$ cat src/rtl/id_stage_pipe.sv
// Instruction decode stage: register-file read with write-back bypass, immediate extension, ID/EX register.
// Latency: 1 cycle from accept to out_valid; 1 instruction/cycle when no hazard and out_ready=1.
// Backpressure: holds ID/EX while !out_ready; load-use hazard drops in_ready for exactly one bubble.
//
// Ports:
//   clock, reset               - rising-edge clock, asynchronous active-low reset
//   in_valid/in_ready          - handshake from IF; instruction + sign_ext_in/write_reg_in/mem_read_in
//   wb_we/wb_rd/wb_data        - write-back port into the register file (also bypassed into reads)
//   flush                      - kills ID/EX contents and the incoming instruction
//   out_valid/out_ready        - handshake to EX; data1/data2, rs1_out/rs2_out/rd_out, imm_out, control bits
//   stall_count                - saturating count of hazard bubbles inserted
module id_stage_pipe #(
    parameter int DATA_W      = 8,
    parameter int REG_ADDR_W  = 3,
    parameter int INSTR_W     = 16,   // must be >= 3*REG_ADDR_W + IMM_W
    parameter int IMM_W       = 4,    // must be <= DATA_W
    parameter int ZERO_REG    = 1,
    parameter int STALL_CNT_W = 8
) (
    input  logic                   clock,
    input  logic                   reset,
    input  logic                   in_valid,
    output logic                   in_ready,
    input  logic [INSTR_W-1:0]     instruction,
    input  logic                   sign_ext_in,
    input  logic                   write_reg_in,
    input  logic                   mem_read_in,
    input  logic                   wb_we,
    input  logic [REG_ADDR_W-1:0]  wb_rd,
    input  logic [DATA_W-1:0]      wb_data,
    input  logic                   flush,
    output logic                   out_valid,
    input  logic                   out_ready,
    output logic [DATA_W-1:0]      data1,
    output logic [DATA_W-1:0]      data2,
    output logic [REG_ADDR_W-1:0]  rs1_out,
    output logic [REG_ADDR_W-1:0]  rs2_out,
    output logic [REG_ADDR_W-1:0]  rd_out,
    output logic [DATA_W-1:0]      imm_out,
    output logic                   sign_ext_out,
    output logic                   write_reg_out,
    output logic                   mem_read_out,
    output logic [STALL_CNT_W-1:0] stall_count
);

    localparam int RAW      = REG_ADDR_W;
    localparam int NUM_REGS = 2 ** REG_ADDR_W;

    logic [RAW-1:0]    rs1;
    logic [RAW-1:0]    rs2;
    logic [RAW-1:0]    rd;
    logic [IMM_W-1:0]  imm;
    logic [DATA_W-1:0] rf_q [NUM_REGS];
    logic [DATA_W-1:0] rd1_val;
    logic [DATA_W-1:0] rd2_val;
    logic [DATA_W-1:0] imm_ext;
    logic              hazard;
    logic              adv;
    logic              unused_instr_bits;

    assign rs1 = instruction[RAW-1:0];
    assign rs2 = instruction[2*RAW-1:RAW];
    assign rd  = instruction[3*RAW-1:2*RAW];
    assign imm = instruction[INSTR_W-1 -: IMM_W];

    // Gap bits between rd and imm carry no meaning for this stage.
    assign unused_instr_bits = ^instruction;

    function automatic logic forced_zero(input logic [RAW-1:0] idx);
        return (ZERO_REG != 0) && (idx == '0);
    endfunction

    // Register file; writes to a forced-zero register are dropped.
    always_ff @(posedge clock or negedge reset) begin
        if (!reset) begin
            for (int i = 0; i < NUM_REGS; i++) begin
                rf_q[i] <= '0;
            end
        end else if (wb_we && !forced_zero(wb_rd)) begin
            rf_q[wb_rd] <= wb_data;
        end
    end

    // Reads see a same-cycle write-back so the captured operand is never one write behind.
    always_comb begin
        rd1_val = rf_q[rs1];
        if (forced_zero(rs1)) begin
            rd1_val = '0;
        end else if (wb_we && (wb_rd == rs1)) begin
            rd1_val = wb_data;
        end
    end

    always_comb begin
        rd2_val = rf_q[rs2];
        if (forced_zero(rs2)) begin
            rd2_val = '0;
        end else if (wb_we && (wb_rd == rs2)) begin
            rd2_val = wb_data;
        end
    end

    // Fill every bit with the extension value, then overlay the raw field; works for IMM_W == DATA_W too.
    always_comb begin
        imm_ext            = {DATA_W{sign_ext_in & imm[IMM_W-1]}};
        imm_ext[IMM_W-1:0] = imm;
    end

    // A load in ID/EX whose destination feeds the incoming instruction cannot be bypassed in time.
    assign hazard = out_valid && mem_read_out && write_reg_out && in_valid &&
                    ((rd_out == rs1) || (rd_out == rs2)) && !forced_zero(rd_out);
    assign adv      = !out_valid || out_ready;
    assign in_ready = flush || (adv && !hazard);

    always_ff @(posedge clock or negedge reset) begin
        if (!reset) begin
            out_valid     <= 1'b0;
            data1         <= '0;
            data2         <= '0;
            rs1_out       <= '0;
            rs2_out       <= '0;
            rd_out        <= '0;
            imm_out       <= '0;
            sign_ext_out  <= 1'b0;
            write_reg_out <= 1'b0;
            mem_read_out  <= 1'b0;
            stall_count   <= '0;
        end else if (flush) begin
            out_valid     <= 1'b0;
            write_reg_out <= 1'b0;
            mem_read_out  <= 1'b0;
        end else if (adv && hazard) begin
            out_valid     <= 1'b0;
            write_reg_out <= 1'b0;
            mem_read_out  <= 1'b0;
            if (stall_count != '1) begin
                stall_count <= stall_count + 1'b1;
            end
        end else if (adv && in_valid) begin
            out_valid     <= 1'b1;
            data1         <= rd1_val;
            data2         <= rd2_val;
            rs1_out       <= rs1;
            rs2_out       <= rs2;
            rd_out        <= rd;
            imm_out       <= imm_ext;
            sign_ext_out  <= sign_ext_in;
            write_reg_out <= write_reg_in;
            mem_read_out  <= mem_read_in;
        end else if (adv) begin
            out_valid     <= 1'b0;
            write_reg_out <= 1'b0;
            mem_read_out  <= 1'b0;
        end else begin
            // Holding for EX: keep operands current with any write-back to their source registers.
            if (wb_we && (wb_rd == rs1_out) && !forced_zero(rs1_out)) begin
                data1 <= wb_data;
            end
            if (wb_we && (wb_rd == rs2_out) && !forced_zero(rs2_out)) begin
                data2 <= wb_data;
            end
        end
    end

endmodule

$ cat config.mk
export PLATFORM = sky130hd
export DESIGN_NAME = id_stage_pipe
export DESIGN_NICKNAME = d
export VERILOG_FILES = /design/src/rtl/id_stage_pipe.sv
export SDC_FILE = /design/constraint.sdc
export NUM_CORES = 1
export LEC_CHECK = 0
export ABC_AREA = 1
export CAP_MARGIN = 10
export CORE_MARGIN = 3
export CORE_UTILIZATION = 40
export DETAILED_ROUTE_END_ITERATION = 10
export DONT_BUFFER_PORTS = 1
export GPL_ROUTABILITY_DRIVEN = 0
export SLEW_MARGIN = 20
export SYNTH_ARGS = -nofsm -noshare
export SYNTH_HDL_FRONTEND = slang
export SYNTH_SLANG_ARGS = --single-unit
$ cat constraint.sdc
create_clock -name clock -period 1.5 [get_ports clock]
set_clock_uncertainty 0.15 [all_clocks]
set_input_delay 0.225 -clock clock [delete_from_list [all_inputs] [get_ports clock]]
set_output_delay 0.225 -clock clock [all_outputs]
set_load 0.02 [all_outputs]
==> load_flow_metrics.sql <==
INSERT INTO impl_metrics (metric_group, metric, value, unit) VALUES
('synth', 'number_of_enable_type_register_cells_in_the_synthesized_netlist', '0', ''),
('routing', 'wl_per_cell', '17.5', 'um'),
('synth', 'synth_ff_type', 'dfrtp_1', ''),
('final_layout', 'layout_cells_sized_above_1', '0.161', ''),
('synth', 'synth_largest_type_area_fraction', '0.446', ''),
('final_layout', 'finalNonFillerCells', '1045', ''),
('placed_design', 'io_buffer_count', '0', ''),
('clock_tree', 'clkSlewWorstSetupHoldPaths', '70', 'ps'),
('synth', 'synth_fp_nets', '855', ''),
('synth', 'seq_area_frac_synth', '0.446', ''),
('placed_design', 'dp_hpwl', '12000', 'um'),
('clock_tree', 'cts_tree', 'yes', ''),
('synth', 'avgSynthCellArea', '7.28', 'sq um'),
('floorplanning', 'start_util', '0.419', ''),
('job', 'maxCapViolations', '0', ''),
('sta', 'fin_setup_tns', '-13450', 'ps'),
('global_routing', 'first_pass_grt_wire_length', '29100', 'um'),
('worst_setup_path', 'cp_max_fo', '4', ''),
('synth', 'synth_cell_type_count', '34', ''),
('routing', 'routed_via_density', '5.46', ''),
('routing', 'wl_met2', '8680', 'um'),
('final_layout', 'fillCellCount', '1343', ''),
('global_routing', 'global_route_overflow', '0', ''),
('final_layout', 'net_count_reported_at_finish', '897', ''),
('power_and_ir_drop', 'p_per_area', '1140', 'nW/um^2'),
('sta', 'min_period_over_period', '1.25', ''),
('run_status', 'failing_checks', 'negative hold slack, negative setup slack', ''),
('routing', 'm1_wire_length', '7910', 'um'),
('synth', 'synth-warning-count', '0', ''),
('global_routing', 'maximum_number_of_pins_on_one_net_before_global_route_repair', '107', ''),
('sta', 'maxSlewHeadroom', '0.727', ''),
('sta', 'holdWs', '-594', 'ps'),
('floorplanning', 'num_rows', '43', ''),
('floorplanning', 'die_x', '128', 'um'),
('placed_design', 'dp_worst_setup_slack', '-120', 'ps'),
('run_status', 'outcome', 'finished with violations', ''),
('sta', 'postLayoutSetupSlackWorst', '-381', 'ps'),
('final_layout', 'area_delta_synth_final', '21.8', '%'),
('routing', 'route.met3.wl', '1380', 'um'),
('placed_design', 'placedCellCount', '1005', ''),
('clock_tree', 'root_buffer', 'clkbuf_16', ''),
('synth', 'synthCells', '818', ''),
('sta', 'timing.final.crit_period', '1880', 'ps'),
('worst_setup_path', 'timing_worst_setup_path_type', 'reg -> out', ''),
('final_layout', 'post-route-util', '0.510', ''),
('sta', 'hold_viol', '109', ''),
('clock_tree', 'clockBufferDepth', '2', ''),
('clock_tree', 'cts_max_level', '3', ''),
('floorplanning', 'core_region_area', '14200', 'sq um'),
('global_routing', 'via_count_of_the_first_global_routing_pass', '5467', ''),
('synth', 'netlist_top_cells_area', 'dfrtp_1 45%, nand2_1 19%, nand3_1 9.9%', ''),
('sta', 'setup_violations', '43', ''),
('sta', 'finalMaxSlewViolations', '0', ''),
('power_and_ir_drop', 'power_leakage', '3.58', 'nW'),
('clock_tree', 'worstSkewPairLatency', '360', 'ps'),
('synth', 'post-synth-top-area-cell', 'dfrtp_1', ''),
('sta', 'worstMarginPinSlew', '406', 'ps'),
('worst_setup_path', 'worst_ep_arrival_time', '1510', 'ps'),
('worst_setup_path', 'endpoint_kind', 'output pin', ''),
('worst_setup_path', 'cp.required', '1120', 'ps'),
('synth', 'ys_top_cells_by_count', '302 x nand2_1, 118 x nand3_1, 106 x dfrtp_1, 65 x o21ai_0, 49 x inv_1', ''),
('sta', 'clock.fmax', '532', 'MHz'),
('routing', 'initialDrtViolationCount', '642', ''),
('worst_setup_path', 'critPathLaunchType', 'flip-flop', ''),
('synth', 'asyncSetResetFlopFracSynth', '1.00', ''),
('synth', 'synth_area', '5950', 'sq um'),
('global_routing', 'initial_antenna_violation_count', '0', ''),
('routing', 'num_vias', '5710', ''),
('clock_tree', 'cts-hold-fix-buffers', '18', ''),
('routing', 'top_layer_used', 'met4', ''),
('global_routing', 'grtUsageTotal', '0.228', '');
==> repair_timing <==
action	4_1_cts	5_1_grt
endpoints found under the setup margin	43	44
pin swaps	4	0
gates resized for setup	16	16
setup buffers	4	0
endpoints found under the hold margin	138	107
gates cloned	2	0
==> sequential cells by signal (all words and copies together), names as in the netlist <==
register / flops
mem_read_out: 1
stall_count: 8
data1: 8
imm_out: 5
rs2_out: 3
data2: 8
sign_ext_out: 1
rs1_out: 3
out_valid: 1
write_reg_out: 1
rd_out: 3
rf_q: 64
==> worst max-delay path, cell delays in order, from the launching register on <==
cell	delay, ps
dfrtp_2	450
xnor2_2	150
nand3_1	100
nand2_2	60
buf_4	130
a31oi_4	120
buf_6	130
==> through the flow <==
step	total power [mW]	cell area, sq um
final	8.23	7250
after global routing	8.67	7250
after CTS	8.24	7200
after detailed placement	5.36	6530
after global placement	5.29	6530
after floorplan	4.90	6030
==> metal layers <==
metal | track usage | vias up
li1 | - | 2732
met1 | 0.302 | 2721
met2 | 0.364 | 227
met3 | 0.0638 | 30
met4 | 0.0687 | 0
met5 | 0 | -
==> cell type report <==
type | count | area (sq um) | area share
clock buffer | 10 | 229 | 0.0316
clock inverter | 6 | 113 | 0.0155
inverter | 58 | 230 | 0.0318
multi-input combinational | 604 | 2940 | 0.405
sequential | 106 | 2660 | 0.367
tap | 180 | 225 | 0.0311
timing repair buffer | 81 | 851 | 0.117
==> cell families (layout without fill, tap and decap cells) <==
group / count (synthesis) / after routing / synth area share
AO/OA/AOI/OAI: 115 / 115 / 0.104
XOR/XNOR: 14 / 14 / 0.0206
adder cells (fa/ha/maj): 1 / 1 / 0.00210
AND/OR/NAND/NOR: 474 / 474 / 0.346
buffers and inverters: 108 / 155 / 0.0818
flip-flops: 106 / 106 / 0.446
==> worst paths after layout <==
check / slack (ps) / cells past startpoint / from / end
min reg2reg: 260 / 0 / rf_q[63]$_DFFE_PN0P_ / rf_q[63]$_DFFE_PN0P_
max reg2reg: -350 / 10 / rd_out[0]$_DFFE_PN0P_ / imm_out[3]$_DFFE_PN0P_
max: -380 / 6 / rd_out[0]$_DFFE_PN0P_ / in_ready
min: -590 / 0 / reset / imm_out[4]$_DFFE_PN0P_
min in group clock: -60 / 3 / flush / write_reg_out$_DFFE_PN0P_
max in group asynchronous: 1570 / 0 / reset / rf_q[39]$_DFFE_PN0P_
==> power by group <==
part           switching [mW]  leakage [nW]  internal, mW
Combinational           0.944          2.07         0.723
Clock                    1.13         0.167          1.64
Sequential              0.491          1.33          3.30
==> placed cells by master, fill, tap and decap left out, drive strengths merged <==
cell	Yosys	routed
clkinv	0	2
dlygate4sd3	0	18
o31ai	1	1
clkbuf	20	10
nor3	3	3
xor2	7	7
a31oi	2	2
nand3b	2	2
o211ai	1	1
a21oi	23	23
bufinv	0	3
buf	30	63
xnor2	7	7
nand2	307	307
nor2	30	30
inv	58	59
dfrtp	106	106
nand3	122	122
ha	1	1
nand4	10	10
o21ai	88	88
Note: power is estimated with default switching activity, not from simulation.
